**src/rtl/fpu_sp_pkg.sv**
```systemverilog
// Shared definitions for the single-precision FPU issue front-end.
// Holds command codes, the timeout result word, FSM states and the request payload.
package fpu_sp_pkg;

    localparam int unsigned CMD_W  = 4;
    localparam int unsigned DATA_W = 32;

    localparam logic [CMD_W-1:0] CMD_FPU_SP_ADD = 4'b0001;
    localparam logic [CMD_W-1:0] CMD_FPU_SP_SUB = 4'b0010;
    localparam logic [CMD_W-1:0] CMD_FPU_SP_MUL = 4'b0011;
    localparam logic [CMD_W-1:0] CMD_FPU_SP_DIV = 4'b0100;

    localparam logic [DATA_W-1:0] QNAN = 32'h7FC0_0000;

    typedef enum logic [1:0] {
        ST_IDLE,
        ST_ISSUE,
        ST_WAIT,
        ST_RESP
    } issue_state_e;

    typedef struct packed {
        logic [CMD_W-1:0]  cmd;
        logic [DATA_W-1:0] a;
        logic [DATA_W-1:0] b;
    } fpu_op_t;

    function automatic logic cmd_legal(input logic [CMD_W-1:0] cmd);
        return cmd inside {CMD_FPU_SP_ADD, CMD_FPU_SP_SUB, CMD_FPU_SP_MUL, CMD_FPU_SP_DIV};
    endfunction

endpackage

```
**src/rtl/fpu_sp_issue_if.sv**
```systemverilog
// Request and response handshake bundle of the FPU issue front-end.
// master = requester/consumer side, slave = fpu_sp_issue.
interface fpu_sp_issue_if #(
    parameter int unsigned TAG_W = 4
);
    logic              req_valid;
    logic              req_ready;
    logic [3:0]        req_cmd;
    logic [31:0]       req_a;
    logic [31:0]       req_b;
    logic [TAG_W-1:0]  req_tag;

    logic              rsp_valid;
    logic              rsp_ready;
    logic [31:0]       rsp_result;
    logic [TAG_W-1:0]  rsp_tag;
    logic              rsp_err;

    modport master (
        output req_valid, req_cmd, req_a, req_b, req_tag, rsp_ready,
        input  req_ready, rsp_valid, rsp_result, rsp_tag, rsp_err
    );

    modport slave (
        input  req_valid, req_cmd, req_a, req_b, req_tag, rsp_ready,
        output req_ready, rsp_valid, rsp_result, rsp_tag, rsp_err
    );

endinterface

```
**src/rtl/fpu_sp_req_fifo.sv**
```systemverilog
// Synchronous request FIFO; DEPTH must be a power of two so pointers wrap naturally.
// can_push is registered from the next occupancy, so it reads 0 while in reset.
module fpu_sp_req_fifo #(
    parameter int unsigned DEPTH = 4,
    parameter int unsigned WIDTH = 72
) (
    input  logic                       clk,
    input  logic                       rst,
    input  logic                       push,
    input  logic [WIDTH-1:0]           wdata,
    input  logic                       pop,
    output logic [WIDTH-1:0]           rdata,
    output logic                       can_push,
    output logic                       empty,
    output logic [$clog2(DEPTH):0]     level,
    output logic [$clog2(DEPTH):0]     level_nxt_c
);

    localparam int unsigned PTR_W = $clog2(DEPTH);
    localparam int unsigned LVL_W = PTR_W + 1;

    logic [WIDTH-1:0] mem [DEPTH];
    logic [PTR_W-1:0] wptr;
    logic [PTR_W-1:0] rptr;
    logic             do_push;
    logic             do_pop;

    assign do_push     = push && can_push;
    assign do_pop      = pop && !empty;
    assign empty       = (level == '0);
    assign rdata       = mem[rptr];
    assign level_nxt_c = level + LVL_W'(do_push) - LVL_W'(do_pop);

    always_ff @(posedge clk) begin
        if (rst) begin
            wptr     <= '0;
            rptr     <= '0;
            level    <= '0;
            can_push <= 1'b0;
        end else begin
            if (do_push) wptr <= wptr + PTR_W'(1);
            if (do_pop)  rptr <= rptr + PTR_W'(1);
            level    <= level_nxt_c;
            can_push <= (level_nxt_c < LVL_W'(DEPTH));
        end
    end

    // Storage needs no reset; validity is tracked by the pointers.
    always_ff @(posedge clk) begin
        if (do_push) mem[wptr] <= wdata;
    end

endmodule

```
**src/rtl/fpu_sp_issue.sv**
```systemverilog
// Issues queued tagged requests one at a time to fpu_sp_top and returns results in order.
// Illegal commands are answered without touching the FPU; a hung FPU is cut off by timeout.
module fpu_sp_issue
    import fpu_sp_pkg::*;
#(
    parameter int unsigned DEPTH   = 4,
    parameter int unsigned TAG_W   = 4,
    parameter int unsigned TIMEOUT = 64
) (
    input  logic                    clk,
    input  logic                    rst,
    fpu_sp_issue_if.slave           bus,
    output logic [3:0]              fpu_cmd,
    output logic [31:0]             fpu_din1,
    output logic [31:0]             fpu_din2,
    output logic                    fpu_dval,
    input  logic [31:0]             fpu_result,
    input  logic                    fpu_rdy,
    output logic                    busy,
    output logic [$clog2(DEPTH):0]  level
);

    localparam int unsigned OP_W  = $bits(fpu_op_t);
    localparam int unsigned ENT_W = OP_W + TAG_W;
    localparam int unsigned TMR_W = $clog2(TIMEOUT + 1);
    localparam int unsigned LVL_W = $clog2(DEPTH) + 1;

    issue_state_e       state, state_nxt;
    fpu_op_t            op_q;
    logic [TAG_W-1:0]   tag_q;
    logic [TMR_W-1:0]   timer, timer_nxt;
    logic               rsp_valid_q;
    logic [31:0]        rsp_result_q;
    logic [TAG_W-1:0]   rsp_tag_q;
    logic               rsp_err_q;
    logic               dval_q;
    logic               busy_q;

    fpu_op_t            req_op;
    fpu_op_t            head_op;
    logic [TAG_W-1:0]   head_tag;
    logic [ENT_W-1:0]   fifo_wdata;
    logic [ENT_W-1:0]   fifo_rdata;
    logic               fifo_can_push;
    logic               fifo_empty;
    logic [LVL_W-1:0]   level_nxt;

    logic               pop;
    logic               load_op;
    logic               load_rsp;
    logic [31:0]        rsp_result_d;
    logic               rsp_err_d;

    assign req_op     = '{cmd: bus.req_cmd, a: bus.req_a, b: bus.req_b};
    assign fifo_wdata = {bus.req_tag, req_op};
    assign head_op    = fpu_op_t'(fifo_rdata[OP_W-1:0]);
    assign head_tag   = fifo_rdata[ENT_W-1:OP_W];

    fpu_sp_req_fifo #(
        .DEPTH (DEPTH),
        .WIDTH (ENT_W)
    ) u_fifo (
        .clk         (clk),
        .rst         (rst),
        .push        (bus.req_valid),
        .wdata       (fifo_wdata),
        .pop         (pop),
        .rdata       (fifo_rdata),
        .can_push    (fifo_can_push),
        .empty       (fifo_empty),
        .level       (level),
        .level_nxt_c (level_nxt)
    );

    // Next-state, FIFO pop and response capture decisions.
    always_comb begin
        state_nxt    = state;
        timer_nxt    = timer;
        pop          = 1'b0;
        load_op      = 1'b0;
        load_rsp     = 1'b0;
        rsp_result_d = QNAN;
        rsp_err_d    = 1'b1;
        case (state)
            ST_IDLE: begin
                if (!fifo_empty) begin
                    pop = 1'b1;
                    if (cmd_legal(head_op.cmd)) begin
                        load_op   = 1'b1;
                        state_nxt = ST_ISSUE;
                    end else begin
                        load_rsp     = 1'b1;
                        rsp_result_d = 32'h0000_0000;
                        state_nxt    = ST_RESP;
                    end
                end
            end
            ST_ISSUE: begin
                timer_nxt = '0;
                state_nxt = ST_WAIT;
            end
            ST_WAIT: begin
                timer_nxt = timer + TMR_W'(1);
                // rdy in the first WAIT cycle may belong to the previous op
                if (fpu_rdy && (timer != '0)) begin
                    load_rsp     = 1'b1;
                    rsp_result_d = fpu_result;
                    rsp_err_d    = 1'b0;
                    state_nxt    = ST_RESP;
                end else if (timer == TMR_W'(TIMEOUT - 1)) begin
                    load_rsp  = 1'b1;
                    state_nxt = ST_RESP;
                end
            end
            ST_RESP: begin
                if (bus.rsp_ready) state_nxt = ST_IDLE;
            end
            default: state_nxt = ST_IDLE;
        endcase
    end

    always_ff @(posedge clk) begin
        if (rst) begin
            state        <= ST_IDLE;
            timer        <= '0;
            op_q         <= '0;
            tag_q        <= '0;
            rsp_valid_q  <= 1'b0;
            rsp_result_q <= '0;
            rsp_tag_q    <= '0;
            rsp_err_q    <= 1'b0;
            dval_q       <= 1'b0;
            busy_q       <= 1'b0;
        end else begin
            state       <= state_nxt;
            timer       <= timer_nxt;
            dval_q      <= (state_nxt == ST_ISSUE);
            rsp_valid_q <= (state_nxt == ST_RESP);
            busy_q      <= (state_nxt != ST_IDLE) || (level_nxt != '0);
            if (pop)     tag_q <= head_tag;
            if (load_op) op_q  <= head_op;
            if (load_rsp) begin
                rsp_result_q <= rsp_result_d;
                rsp_err_q    <= rsp_err_d;
                // illegal commands respond straight from IDLE, before tag_q updates
                rsp_tag_q    <= (state == ST_IDLE) ? head_tag : tag_q;
            end
        end
    end

    assign fpu_cmd        = op_q.cmd;
    assign fpu_din1       = op_q.a;
    assign fpu_din2       = op_q.b;
    assign fpu_dval       = dval_q;
    assign busy           = busy_q;

    assign bus.req_ready  = fifo_can_push;
    assign bus.rsp_valid  = rsp_valid_q;
    assign bus.rsp_result = rsp_result_q;
    assign bus.rsp_tag    = rsp_tag_q;
    assign bus.rsp_err    = rsp_err_q;

endmodule

```
**src/flat_wrapper.sv**
```systemverilog
// flat-port wrapper written by rule: the top's interface ports become plain ports
module fpu_sp_issue_flat import fpu_sp_pkg::*;
#(
    parameter int unsigned DEPTH   = 4,
    parameter int unsigned TAG_W   = 4,
    parameter int unsigned TIMEOUT = 64
)
  (clk, rst, fpu_cmd, fpu_din1, fpu_din2, fpu_dval, fpu_result, fpu_rdy, busy, level, bus_req_valid, bus_req_cmd, bus_req_a, bus_req_b, bus_req_tag, bus_rsp_ready, bus_req_ready, bus_rsp_valid, bus_rsp_result, bus_rsp_tag, bus_rsp_err);
  fpu_sp_issue_if #(.TAG_W(TAG_W)) bus_i ();
  input  logic clk;
  input  logic rst;
  output logic [3:0] fpu_cmd;
  output logic [31:0] fpu_din1;
  output logic [31:0] fpu_din2;
  output logic fpu_dval;
  input  logic [31:0] fpu_result;
  input  logic fpu_rdy;
  output logic busy;
  output logic [$clog2(DEPTH):0] level;
  input wire logic [$bits(bus_i.req_valid)-1:0] bus_req_valid;
  input wire logic [$bits(bus_i.req_cmd)-1:0] bus_req_cmd;
  input wire logic [$bits(bus_i.req_a)-1:0] bus_req_a;
  input wire logic [$bits(bus_i.req_b)-1:0] bus_req_b;
  input wire logic [$bits(bus_i.req_tag)-1:0] bus_req_tag;
  input wire logic [$bits(bus_i.rsp_ready)-1:0] bus_rsp_ready;
  output wire logic [$bits(bus_i.req_ready)-1:0] bus_req_ready;
  output wire logic [$bits(bus_i.rsp_valid)-1:0] bus_rsp_valid;
  output wire logic [$bits(bus_i.rsp_result)-1:0] bus_rsp_result;
  output wire logic [$bits(bus_i.rsp_tag)-1:0] bus_rsp_tag;
  output wire logic [$bits(bus_i.rsp_err)-1:0] bus_rsp_err;
  assign bus_i.req_valid = bus_req_valid;
  assign bus_i.req_cmd = bus_req_cmd;
  assign bus_i.req_a = bus_req_a;
  assign bus_i.req_b = bus_req_b;
  assign bus_i.req_tag = bus_req_tag;
  assign bus_i.rsp_ready = bus_rsp_ready;
  assign bus_req_ready = bus_i.req_ready;
  assign bus_rsp_valid = bus_i.rsp_valid;
  assign bus_rsp_result = bus_i.rsp_result;
  assign bus_rsp_tag = bus_i.rsp_tag;
  assign bus_rsp_err = bus_i.rsp_err;
  fpu_sp_issue #(.DEPTH(DEPTH), .TAG_W(TAG_W), .TIMEOUT(TIMEOUT)) u_core (.clk(clk), .rst(rst), .bus(bus_i), .fpu_cmd(fpu_cmd), .fpu_din1(fpu_din1), .fpu_din2(fpu_din2), .fpu_dval(fpu_dval), .fpu_result(fpu_result), .fpu_rdy(fpu_rdy), .busy(busy), .level(level));
endmodule
```
**config.mk**
```make
export PLATFORM = sky130hd
export DESIGN_NAME = fpu_sp_issue_flat
export DESIGN_NICKNAME = d
export VERILOG_FILES = /design/src/rtl/fpu_sp_pkg.sv /design/src/rtl/fpu_sp_issue_if.sv /design/src/rtl/fpu_sp_req_fifo.sv /design/src/rtl/fpu_sp_issue.sv /design/src/flat_wrapper.sv
export SDC_FILE = /design/constraint.sdc
export NUM_CORES = 1
export LEC_CHECK = 0
export ABC_AREA = 0
export BUFFER_PORTS_ARGS = -buffer_cell sky130_fd_sc_hd__buf_2
export CAP_MARGIN = 20
export CORE_MARGIN = 4
export CORE_UTILIZATION = 51
export DETAILED_ROUTE_END_ITERATION = 10
export GPL_TIMING_DRIVEN = 0
export PLACE_DENSITY = 0.81
export SLEW_MARGIN = 15
export SYNTH_ARGS = -nofsm -noshare
export SYNTH_HDL_FRONTEND = slang
export SYNTH_SLANG_ARGS = --single-unit
export TNS_END_PERCENT = 30
```
**constraint.sdc**
```tcl
create_clock -name clk -period 5.6 [get_ports clk]
set_input_delay 0.56 -clock clk [delete_from_list [all_inputs] [get_ports clk]]
set_output_delay 0.56 -clock clk [all_outputs]
set_load 0.02 [all_outputs]
```
==> flow_summary.toml <==
[run_status]
outcome = "finished clean"

[place]
gpl_congestion = 0.897
dpl_cell_area_um2 = 17000
place.port_buffers = 220
place.detailed.hpwl_um = 20800

[yosys]
synth-adder-area-share = 0.0128
synth_top_area_share = 0.566
post_synthesis_xor_xnor_area_fraction = 0.00516
share_of_the_yosys_chip_area_belonging_to_registers = 0.737
post_synth_inst_count = 928
post_synth_mux_area_share = 0.110
synth.top_cells.by_area = "sky130_fd_sc_hd__edfxtp_1 (57%), sky130_fd_sc_hd__dfxtp_1 (17%), sky130_fd_sc_hd__mux4_2 (10%)"
synth_simple_gate_area_frac = 0.0549
synthesis.area_um2 = 15300
postSynthAreaPerCell_um2 = 16.5
netlist-cell-type-count = 48
ys.warnings.count = 0
post-synth-top-area-cell = "sky130_fd_sc_hd__edfxtp_1"
synth_nets = 1052
postSynthRegisterBits = 419
main_combinational_cell_family_by_area_after_synthesis = "multiplexers"
synth-compound-area-share = 0.0613

[floorplanning]
floorplan.die.height_um = 181
die-area_um2 = 32800
num_io_pins = 221
die-width_um = 181
placement_rows = 63
coreArea_um2 = 29600
initial_core_util = 0.516

[setup_path]
crit_fanout = 8
slowest_stage = "sky130_fd_sc_hd__clkinv_1"
critPathCaptureType = "register"
worst_path_largest_cell_delay_ns = 0.41
crit_required_ns = 5.98
critical_path_buf_inv_count = 5
worstPathArrival_ns = 3.86
crit_path_cell_trace = "inv_1 -> ha_1 -> clkbuf_1 -> nand2_1 -> clkinv_1 -> ha_1 -> inv_1 -> ha_1 -> inv_1 -> fa_1 -> xnor2_1 -> nor3b_1 -> o21a_1 -> a21oi_1"
type_of_the_setup_path_with_the_least_slack = "reg2reg"
critical-path-top-delay-family = "adder cells"
cp_launch_type = "register"

[drt]
routedWlPerCell_um = 20.4
ant_nets = 0
drc_errors = 0
wl_um = 32900
detailroute.via_count = 8868
detail_route.vias_per_cell = 5.48
first_pass_iters = 7
drt-initial-drc-count = 544

[sta]
finalWorstPathRequiredPeriod_ns = 3.48
fmaxAchievable_mhz = 287
total_count_of_hold_check_failures_in_the_final_report = 0
worst-slew-pin-transition_ns = 0.905
final-setup-viol-count = 0
fin_skew_ns = 0.0143
setup_tns_ns = 0
rsz0062_at_grt = "no"
max_slew_margin = 0.397
final_period_util = 0.621
timing.final.max_slew_violations = 0

[global_route]
antenna_found_initial = 6
grt_start_max_net_pins = 43
tot_gr_track_use = 0.199
grt_first_pass_wirelength_um = 51100
grt_pass1_vias = 9092
grt_remaining_overflow = 0

[job]
drv_cap = 0

[layout]
insertedDiodeCount = 0
areaGrowthSynthToFinish_pct = 20.8
filler_cell_count = 2173
fraction_of_layout_instances_using_a_drive_strength_above_1 = 0.314
postLayoutCellArea_um2 = 18500
final_net_count = 1320

[clocking]
clock_path_buffers = 3
cts.hold.buffers_added = 0
worst_setup_hold_path_clk_slew_ns = 0.06
h-tree-depth = 2
cts_made_buffers = 42
post_cts.repair.setup_buffers = 0
post_cts_resized = 0
clk-insertion-delay-late_ns = 0.53
tritoncts = "yes"
cts.sink_count = 419
cts_root_buf = "sky130_fd_sc_hd__clkbuf_16"

[power_and_ir_drop]
power.ir.vdd_worst_mv = 0.389
power.static_leakage_nw = 6.65
pwr_density_cell_nw_per_um2 = 474

[hold_path]
hold_path.class = "in2reg"
## state kept, by name, summed over array words and instances, names as in the netlist, 4 cells and up, named ones only
signal                 cells
u_core.bus.rsp_result     32
u_core.u_fifo.mem        288
u_core.tag_q               4
u_core.fpu_din2           32
u_core.fpu_cmd             4
u_core.bus.rsp_tag         4
u_core.timer               7
u_core.fpu_din1           32
## routing by layer
metal / track usage / wire length, um
met5: 0 / 69
met4: 0.0417 / 597
met2: 0.339 / 16500
met3: 0.0582 / 2700
met1: 0.256 / 13000
## power by group
part	internal [mW]	switching (mW)	total [mW]
clock network	1.80	1.12	2.92
logic	0.811	1.23	2.04
registers	3.64	0.155	3.79
total	6.25	2.51	8.75
## metrics by stage
| stage | total power, mW | setup slack [ns] | cells | utilization | hold slack [ns] |
|---|---|---|---|---|---|
| 4_1_cts | 8.84 | 2.12 | 1618 | 0.623 | 0.213 |
| 5_1_grt | 9.17 | 1.80 | 1618 | 0.623 | 0.220 |
| 6_report | 8.75 | 2.12 | 1618 | 0.623 | 0.241 |
| 3_3_place_gp | 5.84 | 1.43 | 1538 | 0.569 | 0.441 |
| 2_1_floorplan | 5.26 | 2.75 | 928 | - | 0.436 |
| 3_5_place_dp | 5.91 | 2.16 | 1542 | 0.574 | 0.444 |
## cell usage in the layout, fill, tap and decap left out, types with 6 or more instances in the layout
cell type	synthesis	layout
sky130_fd_sc_hd__a21oi_1	76	76
sky130_fd_sc_hd__clkbuf_16	0	43
sky130_fd_sc_hd__edfxtp_1	288	288
sky130_fd_sc_hd__buf_2	8	228
sky130_fd_sc_hd__nand2_1	149	149
sky130_fd_sc_hd__dfxtp_1	131	131
sky130_fd_sc_hd__inv_1	13	13
sky130_fd_sc_hd__bufinv_16	0	7
sky130_fd_sc_hd__a22oi_1	9	9
sky130_fd_sc_hd__ha_1	14	14
sky130_fd_sc_hd__clkbuf_1	32	40
sky130_fd_sc_hd__o21ai_0	25	25
sky130_fd_sc_hd__mux4_2	69	69
sky130_fd_sc_hd__nor2_1	13	13
sky130_fd_sc_hd__a22o_1	23	23
sky130_fd_sc_hd__clkinv_2	0	7
sky130_fd_sc_hd__o311a_1	6	6
## cell type report
type,count,area [um2],area share
clock buffers,56,1170,0.0637
flip-flops and latches,419,11300,0.611
inverters,14,52.6,0.00285
plain buffers,49,228,0.0123
well taps,390,488,0.0264
clock inverters,20,278,0.0151
repair buffers,224,1210,0.0656
multi-input cells,446,3750,0.203
## cells in the mapped netlist (all sizes together)
master / n
a2111oi: 1
a21oi: 77
a22o: 23
a22oi: 9
a31o: 2
a31oi: 1
and2: 2
and3: 5
buf: 17
clkbuf: 32
clkinv: 1
dfxtp: 131
edfxtp: 288
fa: 1
ha: 14
inv: 13
mux2i: 5
mux4: 72
nand2: 149
nand2b: 2
nand3: 1
nand4: 4
nor2: 13
nor2b: 2
nor3: 6
nor3b: 1
nor4: 2
o2111ai: 1
o211ai: 1
o21a: 2
o21ai: 28
o311a: 6
or3: 5
or3b: 1
or4: 1
xnor2: 5
xor2: 4
## kinds of logic after synthesis
family          after synthesis
buf+inv                      63
fa+ha+maj                    15
flops                       419
xor+xnor                      9
simple gates                194
mux                          77
compound gates              151
## path summary, 6_finish.rpt
check | startpoint | slack [ns] | depth (start not counted) | to
min | bus_req_b[13] | 0.24 | 1 | u_core.u_fifo.mem[3][13]
max | u_core.state[0] | 2.12 | 14 | u_core.busy
max reg2reg | u_core.state[0] | 2.12 | 14 | u_core.busy
min reg2reg | u_core.fpu_din2[29] | 0.45 | 2 | u_core.fpu_din2[29]
(Power assumes the default switching activity.)
